<file path="src/rtl/pc_pkg.sv">
// Shared types and default vectors for the MIPS fetch-stage PC generator.
package pc_pkg;

  typedef enum logic [1:0] {
    ST_BOOT = 2'd0,
    ST_RUN  = 2'd1,
    ST_HALT = 2'd2
  } pc_state_t;

  typedef enum logic [2:0] {
    SRC_SEQ  = 3'd0,
    SRC_BR   = 3'd1,
    SRC_J    = 3'd2,
    SRC_JR   = 3'd3,
    SRC_EXC  = 3'd4,
    SRC_ERET = 3'd5
  } pc_src_t;

  localparam logic [31:0] RESET_VEC_DEF = 32'h0000_0000;
  localparam logic [31:0] EXC_VEC_DEF   = 32'h0000_0080;

endpackage

</file>
<file path="src/rtl/pc_trace_buf.sv">
// Circular history of non-sequential PC targets; read index 0 is the newest entry.
module pc_trace_buf #(
  parameter int ADDR_W = 32,
  parameter int DEPTH  = 8
) (
  input  logic                     clk,
  input  logic                     rst_n,
  input  logic                     wr_en,
  input  logic [ADDR_W-1:0]        wr_data,
  input  logic [$clog2(DEPTH)-1:0] rd_idx,
  output logic [ADDR_W-1:0]        rd_data
);

  localparam int IDX_W = $clog2(DEPTH);

  logic [ADDR_W-1:0] mem [DEPTH];
  logic [IDX_W-1:0]  wr_ptr;
  logic [IDX_W-1:0]  rd_ptr;

  always_ff @(posedge clk or negedge rst_n) begin
    if (!rst_n) begin
      wr_ptr <= '0;
      for (int i = 0; i < DEPTH; i++) mem[i] <= '0;
    end else if (wr_en) begin
      mem[wr_ptr] <= wr_data;
      wr_ptr      <= wr_ptr + IDX_W'(1);
    end
  end

  // wr_ptr points at the slot after the newest write, so step back one first
  assign rd_ptr  = wr_ptr - IDX_W'(1) - rd_idx;
  assign rd_data = mem[rd_ptr];

endmodule

</file>
<file path="src/rtl/pc_gen.sv">
// Fetch-stage program counter: next-PC select, stall/halt FSM, EPC and fetch counter.
// Optional PC_TRACE_EN builds a history buffer of redirect targets.
module pc_gen
  import pc_pkg::*;
#(
  parameter int                ADDR_W      = 32,
  parameter int                JMP_W       = 26,
  parameter logic [ADDR_W-1:0] RESET_VEC   = RESET_VEC_DEF,
  parameter logic [ADDR_W-1:0] EXC_VEC     = EXC_VEC_DEF,
  parameter int                TRACE_DEPTH = 8
) (
  input  logic                           clk,
  input  logic                           rst_n,
  input  logic                           stall,
  input  logic                           branch,
  input  logic                           jmp,
  input  logic                           jr,
  input  logic [15:0]                    imm,
  input  logic [JMP_W-1:0]               jmp_dest,
  input  logic [ADDR_W-1:0]              rs,
  input  logic                           exc_req,
  input  logic                           eret,
  input  logic                           halt_req,
  input  logic                           resume,
  output logic [ADDR_W-1:0]              pc,
  output logic [ADDR_W-1:0]              seq_addr,
  output logic [ADDR_W-1:0]              epc,
  output logic                           fetch_valid,
  output logic                           halted,
  output logic                           misalign,
  output logic [31:0]                    instr_cnt,
  input  logic [$clog2(TRACE_DEPTH)-1:0] trace_idx,
  output logic [ADDR_W-1:0]              trace_data
);

  pc_state_t         state, state_next;
  pc_src_t           pc_src;
  logic              pc_load;
  logic              misalign_next;
  logic              cnt_en;
  logic [ADDR_W-1:0] pc_next;
  logic [ADDR_W-1:0] imm_ext;
  logic [ADDR_W-1:0] br_tgt;
  logic [ADDR_W-1:0] j_tgt;

  assign seq_addr = pc + ADDR_W'(4);
  assign imm_ext  = {{(ADDR_W-16){imm[15]}}, imm};
  assign br_tgt   = seq_addr + (imm_ext << 2);
  assign j_tgt    = {pc[ADDR_W-1:JMP_W+2], jmp_dest, 2'b00};

  assign fetch_valid = (state == ST_RUN) && !stall;
  assign halted      = (state == ST_HALT);

  always_ff @(posedge clk or negedge rst_n) begin
    if (!rst_n) state <= ST_BOOT;
    else        state <= state_next;
  end

  // Exception and eret outrank stall/halt; halt outranks every other redirect
  always_comb begin
    state_next    = state;
    pc_load       = 1'b0;
    pc_src        = SRC_SEQ;
    misalign_next = 1'b0;
    cnt_en        = 1'b0;
    case (state)
      ST_BOOT: state_next = ST_RUN;
      ST_RUN: begin
        if (exc_req) begin
          pc_load = 1'b1;
          pc_src  = SRC_EXC;
        end else if (eret) begin
          pc_load = 1'b1;
          pc_src  = SRC_ERET;
        end else if (halt_req || stall) begin
          pc_load = 1'b0;
        end else if (jmp && jr) begin
          pc_load = 1'b1;
          if (rs[1:0] != 2'b00) begin
            pc_src        = SRC_EXC;
            misalign_next = 1'b1;
          end else begin
            pc_src = SRC_JR;
          end
        end else if (jmp) begin
          pc_load = 1'b1;
          pc_src  = SRC_J;
        end else if (branch) begin
          pc_load = 1'b1;
          pc_src  = SRC_BR;
        end else begin
          pc_load = 1'b1;
          pc_src  = SRC_SEQ;
        end
        if (halt_req && !exc_req) state_next = ST_HALT;
        cnt_en = !stall && (state_next == ST_RUN);
      end
      ST_HALT: begin
        if (exc_req) begin
          state_next = ST_RUN;
          pc_load    = 1'b1;
          pc_src     = SRC_EXC;
        end else if (resume) begin
          state_next = ST_RUN;
        end
      end
      default: state_next = ST_BOOT;
    endcase
  end

  always_comb begin
    pc_next = seq_addr;
    case (pc_src)
      SRC_BR:   pc_next = br_tgt;
      SRC_J:    pc_next = j_tgt;
      SRC_JR:   pc_next = rs;
      SRC_EXC:  pc_next = EXC_VEC;
      SRC_ERET: pc_next = epc;
      default:  pc_next = seq_addr;
    endcase
  end

  always_ff @(posedge clk or negedge rst_n) begin
    if (!rst_n) begin
      pc        <= RESET_VEC;
      epc       <= '0;
      misalign  <= 1'b0;
      instr_cnt <= '0;
    end else begin
      misalign <= misalign_next;
      if (pc_load) pc <= pc_next;
      if (pc_load && pc_src == SRC_EXC) epc <= pc;
      if (cnt_en) instr_cnt <= instr_cnt + 32'd1;
    end
  end

`ifdef PC_TRACE_EN
  pc_trace_buf #(
    .ADDR_W (ADDR_W),
    .DEPTH  (TRACE_DEPTH)
  ) u_trace (
    .clk     (clk),
    .rst_n   (rst_n),
    .wr_en   (pc_load && pc_src != SRC_SEQ),
    .wr_data (pc_next),
    .rd_idx  (trace_idx),
    .rd_data (trace_data)
  );
`else
  logic unused_trace_idx;
  assign unused_trace_idx = ^trace_idx;
  assign trace_data       = '0;
`endif

endmodule

</file>
<file path="config.mk">
export PLATFORM = sky130hd
export DESIGN_NAME = pc_gen
export DESIGN_NICKNAME = d
export VERILOG_FILES = /design/src/rtl/pc_pkg.sv /design/src/rtl/pc_trace_buf.sv /design/src/rtl/pc_gen.sv
export SDC_FILE = /design/constraint.sdc
export NUM_CORES = 1
export LEC_CHECK = 0
export CELL_PAD_IN_SITES_DETAIL_PLACEMENT = 0
export CELL_PAD_IN_SITES_GLOBAL_PLACEMENT = 1
export CORE_ASPECT_RATIO = 0.7
export CORE_UTILIZATION = 37
export CTS_CLUSTER_DIAMETER = 120
export DETAILED_ROUTE_END_ITERATION = 6
export PLACE_DENSITY_LB_ADDON = 0.1
export SLEW_MARGIN = 40
export SYNTH_ARGS = -nofsm -noshare
export SYNTH_HDL_FRONTEND = slang
export SYNTH_SLANG_ARGS = --single-unit
</file>
<file path="constraint.sdc">
create_clock -name clk -period 9.22 [get_ports clk]
set_input_delay 1.844 -clock clk [delete_from_list [all_inputs] [get_ports clk]]
set_output_delay 1.844 -clock clk [all_outputs]
set_load 0.02 [all_outputs]
</file>
==> results of run 1 <==
## worst paths after layout
path	from	endpoint	slack (ns)
hold reg to reg	instr_cnt[31]	instr_cnt[31]	0.46
setup reg to reg	pc[3]	pc[31]	4.53
min in group asynchronous	rst_n	instr_cnt[27]	1.43
max in group asynchronous	rst_n	pc[8]	6.78
hold / removal	instr_cnt[31]	instr_cnt[31]	0.46
setup / recovery	pc[3]	seq_addr[24]	3.54
## final cells by class
class	instances	area share
Sequential cell	99	0.2460
Clock buffer	11	0.02311
Clock inverter	5	0.006213
Inverter	14	0.005219
Timing Repair Buffer	225	0.2206
Tap cell	270	0.03355
Multi-Input combinational cell	698	0.4653
## routing by layer
metal	share of wire	GRT usage	up-vias
li1	-	-	3414
met1	0.51	0.3727	3374
met2	0.40	0.3370	244
met3	0.074	0.05630	16
met4	0.0093	0.04520	0
met5	0	0	-
## sequential cells by signal, summed over array words and instances, names as in the netlist
name and count:
pc 32, misalign 1, instr_cnt 32, epc 32, state 2
## cell usage after synthesis, types with 6 or more instances
cell type / count / area, sq um
a211oi_1: 6 / 45.04
a21o_1: 13 / 97.59
a21oi_1: 67 / 335.3
a221oi_1: 19 / 166.4
a22o_1: 7 / 61.31
a31oi_1: 11 / 68.82
and3_1: 12 / 75.07
and4_1: 7 / 61.31
buf_4: 34 / 255.2
clkbuf_1: 22 / 82.58
dfrtp_1: 99 / 2477
ha_1: 42 / 525.5
inv_1: 14 / 52.55
mux2_1: 9 / 101.4
mux2_2: 21 / 236.5
nand2_1: 102 / 382.9
nand2b_1: 8 / 50.05
nand3_1: 24 / 120.1
nand4_1: 20 / 125.1
nor2_1: 59 / 221.5
nor2b_1: 7 / 43.79
nor3_1: 10 / 50.05
o21a_1: 9 / 67.56
o21ai_0: 30 / 150.1
o21ai_1: 14 / 70.07
o22ai_1: 17 / 106.4
xnor2_1: 57 / 499.2
xor2_1: 24 / 210.2
## through the flow
stage | hold slack (ns) | power, mW | instances | utilization
after floorplan | 0.5209 | 2.035 | 878 | -
after global placement | 0.4551 | 2.831 | 1305 | 0.4934
after detailed placement | 0.4582 | 2.835 | 1306 | 0.4939
after CTS | 0.4722 | 3.245 | 1322 | 0.5088
after global routing | 0.5103 | 3.460 | 1322 | 0.5086
final | 0.4647 | 3.230 | 1322 | 0.5086
## where the power goes
part	leakage, nW	internal [mW]	switching, mW
clock network	0.136	0.213	0.178
registers	1.27	0.569	0.177
logic	2.83	0.907	1.19
total	4.24	1.69	1.54
## cells by family after synthesis
| group | synth area share |
|---|---|
| simple gates | 0.1894 |
| compound gates | 0.1959 |
| flops | 0.3321 |
| xor+xnor | 0.09728 |
| buf+inv | 0.05971 |
| fa+ha+maj | 0.07313 |
| mux | 0.05200 |
| other cells | 0.0005027 |
==> impl_metrics.ini, run 1 <==
[layout]
regArea_sq_um = 2477
syn2layout_area_growth_pct = 34.99
antenna_cells = 0
final_cell_mix = clkdlybuf4s50_1 (212), nand2_1 (102), dfrtp_1 (99)
multi_input_area_sq_um = 4686
fill_cells = 1904
mostFrequentLayoutCell = clkdlybuf4s50_1
drive_gt1_frac = 0.06654
post-route-cell-area_sq_um = 10070
fin_nets = 1177

[floorplanning]
die_h_um = 120.8
io_pins = 250
rows = 43
initial_utilization = 0.3768
fp.coreArea_sq_um = 19800
dieWidth_um = 171.7
fp.dieArea_sq_um = 20740

[yosys]
ys_async_sr_fraction = 1.000
ys_seq_elements = 99
syn_area_sq_um = 7460
ys_types = 76
yosysSeqAreaShare = 0.3321
synth_flop_cell = dfrtp_1
synth_enable_flop_cells = 0
syn_inst = 847
synth_area_per_cell_sq_um = 8.807
ys_warn_count = 0

[routing]
wl_per_cell_um = 18.69
first_pass_iters = 5
via_count = 7048
drt-initial-drc-count = 396
vias_per_cell = 5.331
antenna_left = 0
drt-total-wl_um = 24710
drc_errors = 0

[clock_network]
cts.sinks = 99
cts_tree = built
htree_levels = 3
ctsResizeCount = 0
max-clock-path-buffers = 2
insertion_delay_ns = 0.36
post_cts_buffers = 0
cts_buffers = 9
cts_root_buf = clkbuf_16
hold_buffers = 0
path_clk_slew_ns = 0.08

[sta]
fmax_ghz = 0.1760
rsz0062_at_grt = no
setup_tns_ns = 0
skew_ns = 0.01791
period_needed_ns = 5.683
setup_viol = 0
relSlewSlack = 0.4639
hold_viol_final = 0
slew_viol_final = 0
worst_slack_ns = 3.537
worst_pin_slew_ns = 0.7981
fin_crit_sh = 0.6164

[placement]
pre_cts_ws_ns = 3.986
dp_hpwl_um = 18620
io_buffers = 214
place_congestion = 0.8738
place_area_sq_um = 9779

[power]
leakage_nw = 4.237
p_per_area_nw_per_um2 = 320.7
vdd_ir_drop_max_mv = 0.1425

[setup_path]
worstPathMaxFanout = 5
critical-path-top-delay-family = simple AND/OR/NAND/NOR gates
cp_num_cells = 8
worst_setup_path_end_kind = output pin
cp_num_buf_inv = 1
worstPathCellList = ha_1 -> nand2_1 -> nor3_1 -> nand3_1 -> nor2_1 -> nand3_1 -> xnor2_1 -> clkdlybuf4s50_1
cp_slowest_cell = clkdlybuf4s50_1
critPathRequiredTime_ns = 7.38
arrival_ns = 3.84
ff2ff_path_depth = 16
cp_common_cell = nand3_1
start_kind = flop
crit_type = flop to output pin
crit_path_max_incr_delay_ns = 0.70

[global_route]
grt_pass1_wl_um = 37830
grt_overflow_total = 0
grt.total_usage = 0.2416
grt_antenna_before_repair = 0
grt_max_degree = 69
grt_pass1_vias = 6572

[min_path]
hold_path.class = flop to flop
worstHoldPathCells = 1

[run_status]
status = finished clean

[flow_run]
drv_cap = 0
Power figures use the tool's default switching activity.
==> run 2: changes to the inputs <==
- CORE_UTILIZATION: 37 -> 34
- clock period: 9.22 -> 5.6 ns (I/O delays scaled with it)
==> run 2 against run 1 <==
Compared with the run above:
- the run now ends with DRC left
- clock power rose by 68%
- count of clock-buffer cells in the layout fell by 1
- combinational power is 66% higher
- cell count rose by 0.53%
- critical path depth unchanged
- core utilization down 3.1 points
==> impl_metrics.ini, run 2 (synthesis results as in run 1) <==
[setup_path]
cp_slowest_cell = clkdlybuf4s50_1
start_kind = flop
worstPathCellList = ha_1 -> nand2_1 -> nor3_2 -> nand3_1 -> nor2_1 -> nand3_1 -> xnor2_1 -> clkdlybuf4s50_1
critPathRequiredTime_ns = 4.48
reg2reg_from = pc[2]
worst_setup_path_end_kind = output pin
crit_type = flop to output pin
reg2reg_slack_ns = 1.17
cp_num_buf_inv = 1
cp_common_cell = nand3_1
crit_path_max_incr_delay_ns = 0.71
arrival_ns = 3.60
critical-path-top-delay-family = simple AND/OR/NAND/NOR gates
reg2reg_to = pc[31]
worstPathMaxFanout = 5
cp_num_cells = 8
ff2ff_path_depth = 16

[clock_network]
cts.sinks = 99
cts_buffers = 9
max-clock-path-buffers = 2
path_clk_slew_ns = 0.07
htree_levels = 3
ctsResizeCount = 0
post_cts_buffers = 0
insertion_delay_ns = 0.36
cts_root_buf = clkbuf_16
cts_tree = built
hold_buffers = 0

[sta]
relSlewSlack = 0.5290
period_needed_ns = 4.725
fin_crit_sh = 0.8437
worst_slack_ns = 0.8751
rsz0062_at_grt = no
fmax_ghz = 0.2116
skew_ns = 0.01319
hold_viol_final = 0
setup_viol = 0
setup_tns_ns = 0
worst_pin_slew_ns = 0.7039
slew_viol_final = 0

[layout]
fin_cells = 1329
antenna_cells = 0
mostFrequentLayoutCell = clkdlybuf4s50_1
final_cell_mix = clkdlybuf4s50_1 (213), nand2_1 (102), dfrtp_1 (99)
drive_gt1_frac = 0.06933
post-route-cell-area_sq_um = 10110
syn2layout_area_growth_pct = 35.47
top_regs = epc x32, instr_cnt x32, pc x32
fin_nets = 1180

[routing]
antenna_left = 0
vias_per_cell = 5.324
first_pass_iters = 7
drt-initial-drc-count = 460
drt-total-wl_um = 25800
wl_per_cell_um = 19.41
drc_errors = 28
via_count = 7075

[min_path]
worstHoldPathCells = 1
min_from = instr_cnt[31]
min_to = instr_cnt[31]
hold_path.class = flop to flop

[global_route]
grt_pass1_wl_um = 39890
grt_pass1_vias = 6719
met3_usage = 0.04469
grt_overflow_total = 0
grt_max_degree = 60
grt_antenna_before_repair = 0
met2_usage = 0.3198
busiest_layer = met1
met1_usage = 0.3645
grt.total_usage = 0.2307

[placement]
place_area_sq_um = 9806
place_congestion = 0.8820
dp.cells = 1315
dp_hpwl_um = 19420
pre_cts_ws_ns = 0.9888
io_buffers = 214

[floorplanning]
io_pins = 250
rows = 44
initial_utilization = 0.3529
fp.coreArea_sq_um = 21140
fp.dieArea_sq_um = 22550
dieWidth_um = 179.0
die_h_um = 125.9

[flow_run]
drv_cap = 0

[run_status]
violations = DRC
status = finished with violations

[power]
p_total_mw = 5.364
leakage_nw = 4.248
p_per_area_nw_per_um2 = 530.7
vdd_ir_drop_max_mv = 0.2391
-- run 2: worst max path at each step --
stage,from,endpoint,slack (ns)
3_5_place_dp,pc[3],pc[31],0.99
6_report,pc[2],seq_addr[24],0.88
4_1_cts,pc[2],seq_addr[24],0.61
2_1_floorplan,pc[2],pc[31],1.60
5_1_grt,pc[2],seq_addr[24],0.66
3_3_place_gp,pc[2],pc[31],1.04
-- run 2: metal layers --
layer / share of wire / up-vias
met2: 0.40 / 255
li1: - / 3423
met1: 0.52 / 3385
met5: 0 / -
met3: 0.074 / 12
met4: 0.0074 / 0
-- run 2: final cells by class --
cell class,instances,area [sq um]
clock buffer,10,239.0
multi-input combinational,698,4691
clock inverter,4,52.55
inverter,14,52.55
fill,2083,11030
sequential,99,2477
tap,276,345.3
timing repair buffer,228,2248
-- run 2: power breakdown --
part	total [mW]	internal, mW	switching, mW
combinational	3.47	1.50	1.96
sequential	1.24	0.936	0.306
clock	0.657	0.355	0.302
-- run 2: through the flow --
stage	util	hold slack, ns
2_1_floorplan	-	0.5209
3_3_place_gp	0.4638	0.4548
3_5_place_dp	0.4638	0.4607
4_1_cts	0.4776	0.4705
5_1_grt	0.4780	0.5139
6_report	0.4780	0.4628
==> run 3: changes to the inputs <==
- clock period: 5.6 -> 4.87 ns (I/O delays scaled with it)
==> run 3 against run 2 <==
Compared with the run above:
- the flow still finishes with violations (DRC)
- wire length increased by 0.56%
- first-iteration DRC count decreased by 5.4%
- sequential power increased by 15%
- clock skew decreased by 0.0027 ns
- sequential share of layout area decreased by 0.18 points
- critical path depth decreased by 2
- worst setup slack got worse by 0.28 ns
- non-clock buffer count increased by 9
- core utilization increased by 0.35 points
- critical path type unchanged
==> impl_metrics.ini, run 3 (synthesis results as in run 1) <==
[power]
leakage_nw = 4.305
p_per_area_nw_per_um2 = 608.5
vdd_ir_drop_max_mv = 0.2350

[clock_network]
cts.sinks = 99
max-clock-path-buffers = 2
post_cts_buffers = 0
cts_tree = built
path_clk_slew_ns = 0.07
cts_root_buf = clkbuf_16
cts_buffers = 9
insertion_delay_ns = 0.36
ctsResizeCount = 0
hold_buffers = 0
htree_levels = 3

[routing]
wl_per_cell_um = 19.38
drc_errors = 28
antenna_left = 0
first_pass_iters = 6
drt-total-wl_um = 25950
via_count = 7031
drt-initial-drc-count = 435
vias_per_cell = 5.251

[setup_path]
cp_slowest_cell = clkdlybuf4s50_1
critPathRequiredTime_ns = 3.90
worstPathMaxFanout = 9
crit_type = flop to output pin
start_kind = flop
worst_setup_path_end_kind = output pin
arrival_ns = 3.30
crit_path_max_incr_delay_ns = 0.70
ff2ff_path_depth = 15
worstPathCellList = nand3_2 -> or3_1 -> nor3_4 -> nand3_1 -> xnor2_1 -> clkdlybuf4s50_1

[global_route]
grt_max_degree = 53
grt_pass1_vias = 6771
grt_antenna_before_repair = 0
grt.total_usage = 0.2326
grt_overflow_total = 0
grt_pass1_wl_um = 39970

[placement]
io_buffers = 214
place_congestion = 0.8617
pre_cts_ws_ns = 0.5146
dp_hpwl_um = 19740

[sta]
period_needed_ns = 4.270
slew_viol_final = 0
fin_crit_sh = 0.8768
fmax_ghz = 0.2342
setup_viol = 0
hold_viol_final = 0
relSlewSlack = 0.6182
setup_tns_ns = 0
rsz0062_at_grt = no
skew_ns = 0.01047
worst_slack_ns = 0.5999
worst_pin_slew_ns = 0.5713

[floorplanning]
io_pins = 250
fp.coreArea_sq_um = 21140
rows = 44
die_h_um = 125.9
dieWidth_um = 179.0
fp.dieArea_sq_um = 22550
initial_utilization = 0.3529

[min_path]
hold_path.class = flop to flop
worstHoldPathCells = 1

[layout]
mostFrequentLayoutCell = clkdlybuf4s50_1
final_cell_mix = clkdlybuf4s50_1 (213), nand2_1 (102), dfrtp_1 (99)
syn2layout_area_growth_pct = 36.46
top_regs = epc x32, instr_cnt x32, pc x32
antenna_cells = 0
drive_gt1_frac = 0.07620
fin_nets = 1189

[run_status]
status = finished with violations
violations = DRC

[flow_run]
drv_cap = 0
## run 3: cell type report
class	instances	area [sq um]
flip-flops and latches	99	2477
well taps	276	345.3
fillers	2092	10960
inverters	14	52.55
multi-input cells	698	4686
repair buffers	237	2325
clock inverters	4	51.30
clock buffers	11	242.7
## run 3: routing by layer
layer	global-route usage	up-vias	routed length [um]
met5	0	-	0
met4	0.03390	0	133
met3	0.04921	10	1703
met2	0.3323	209	10630
met1	0.3600	3382	13480
li1	-	3430	-
## run 3: worst max-delay path, delay by kind of cell (launching register included)
kind / cells / cell delay (ns)
buffers and inverters: 1 / 0.70
xor gates and xnor gates: 1 / 0.34
and+or+nand+nor: 4 / 1.37
DFF: 1 / 0.53
## run 3: path summary, 6_finish.rpt
path / startpoint / end / slack [ns]
setup / recovery: pc[4] / seq_addr[27] / 0.60
hold / removal: instr_cnt[31] / instr_cnt[31] / 0.46
setup reg to reg: pc[2] / pc[29] / 0.64
hold reg to reg: instr_cnt[31] / instr_cnt[31] / 0.46
max in group asynchronous: rst_n / epc[28] / 3.56
min in group asynchronous: rst_n / epc[15] / 0.54
## run 3: power by group
group	internal [mW]	switching, mW
sequential	1.08	0.346
combinational	1.75	2.26
clock	0.411	0.342
total	3.24	2.95
## run 3: through the flow
stage | hold slack [ns] | std cells | utilization | power (mW) | instance area, sq um
floorplan | 0.5209 | 878 | - | 3.853 | 7576
global placement | 0.4551 | 1323 | 0.4667 | 5.431 | 9866
detailed placement | 0.4607 | 1323 | 0.4667 | 5.428 | 9866
CTS | 0.4707 | 1338 | 0.4806 | 6.214 | 10160
global route | 0.5168 | 1339 | 0.4815 | 6.636 | 10180
finish | 0.4650 | 1339 | 0.4815 | 6.194 | 10180
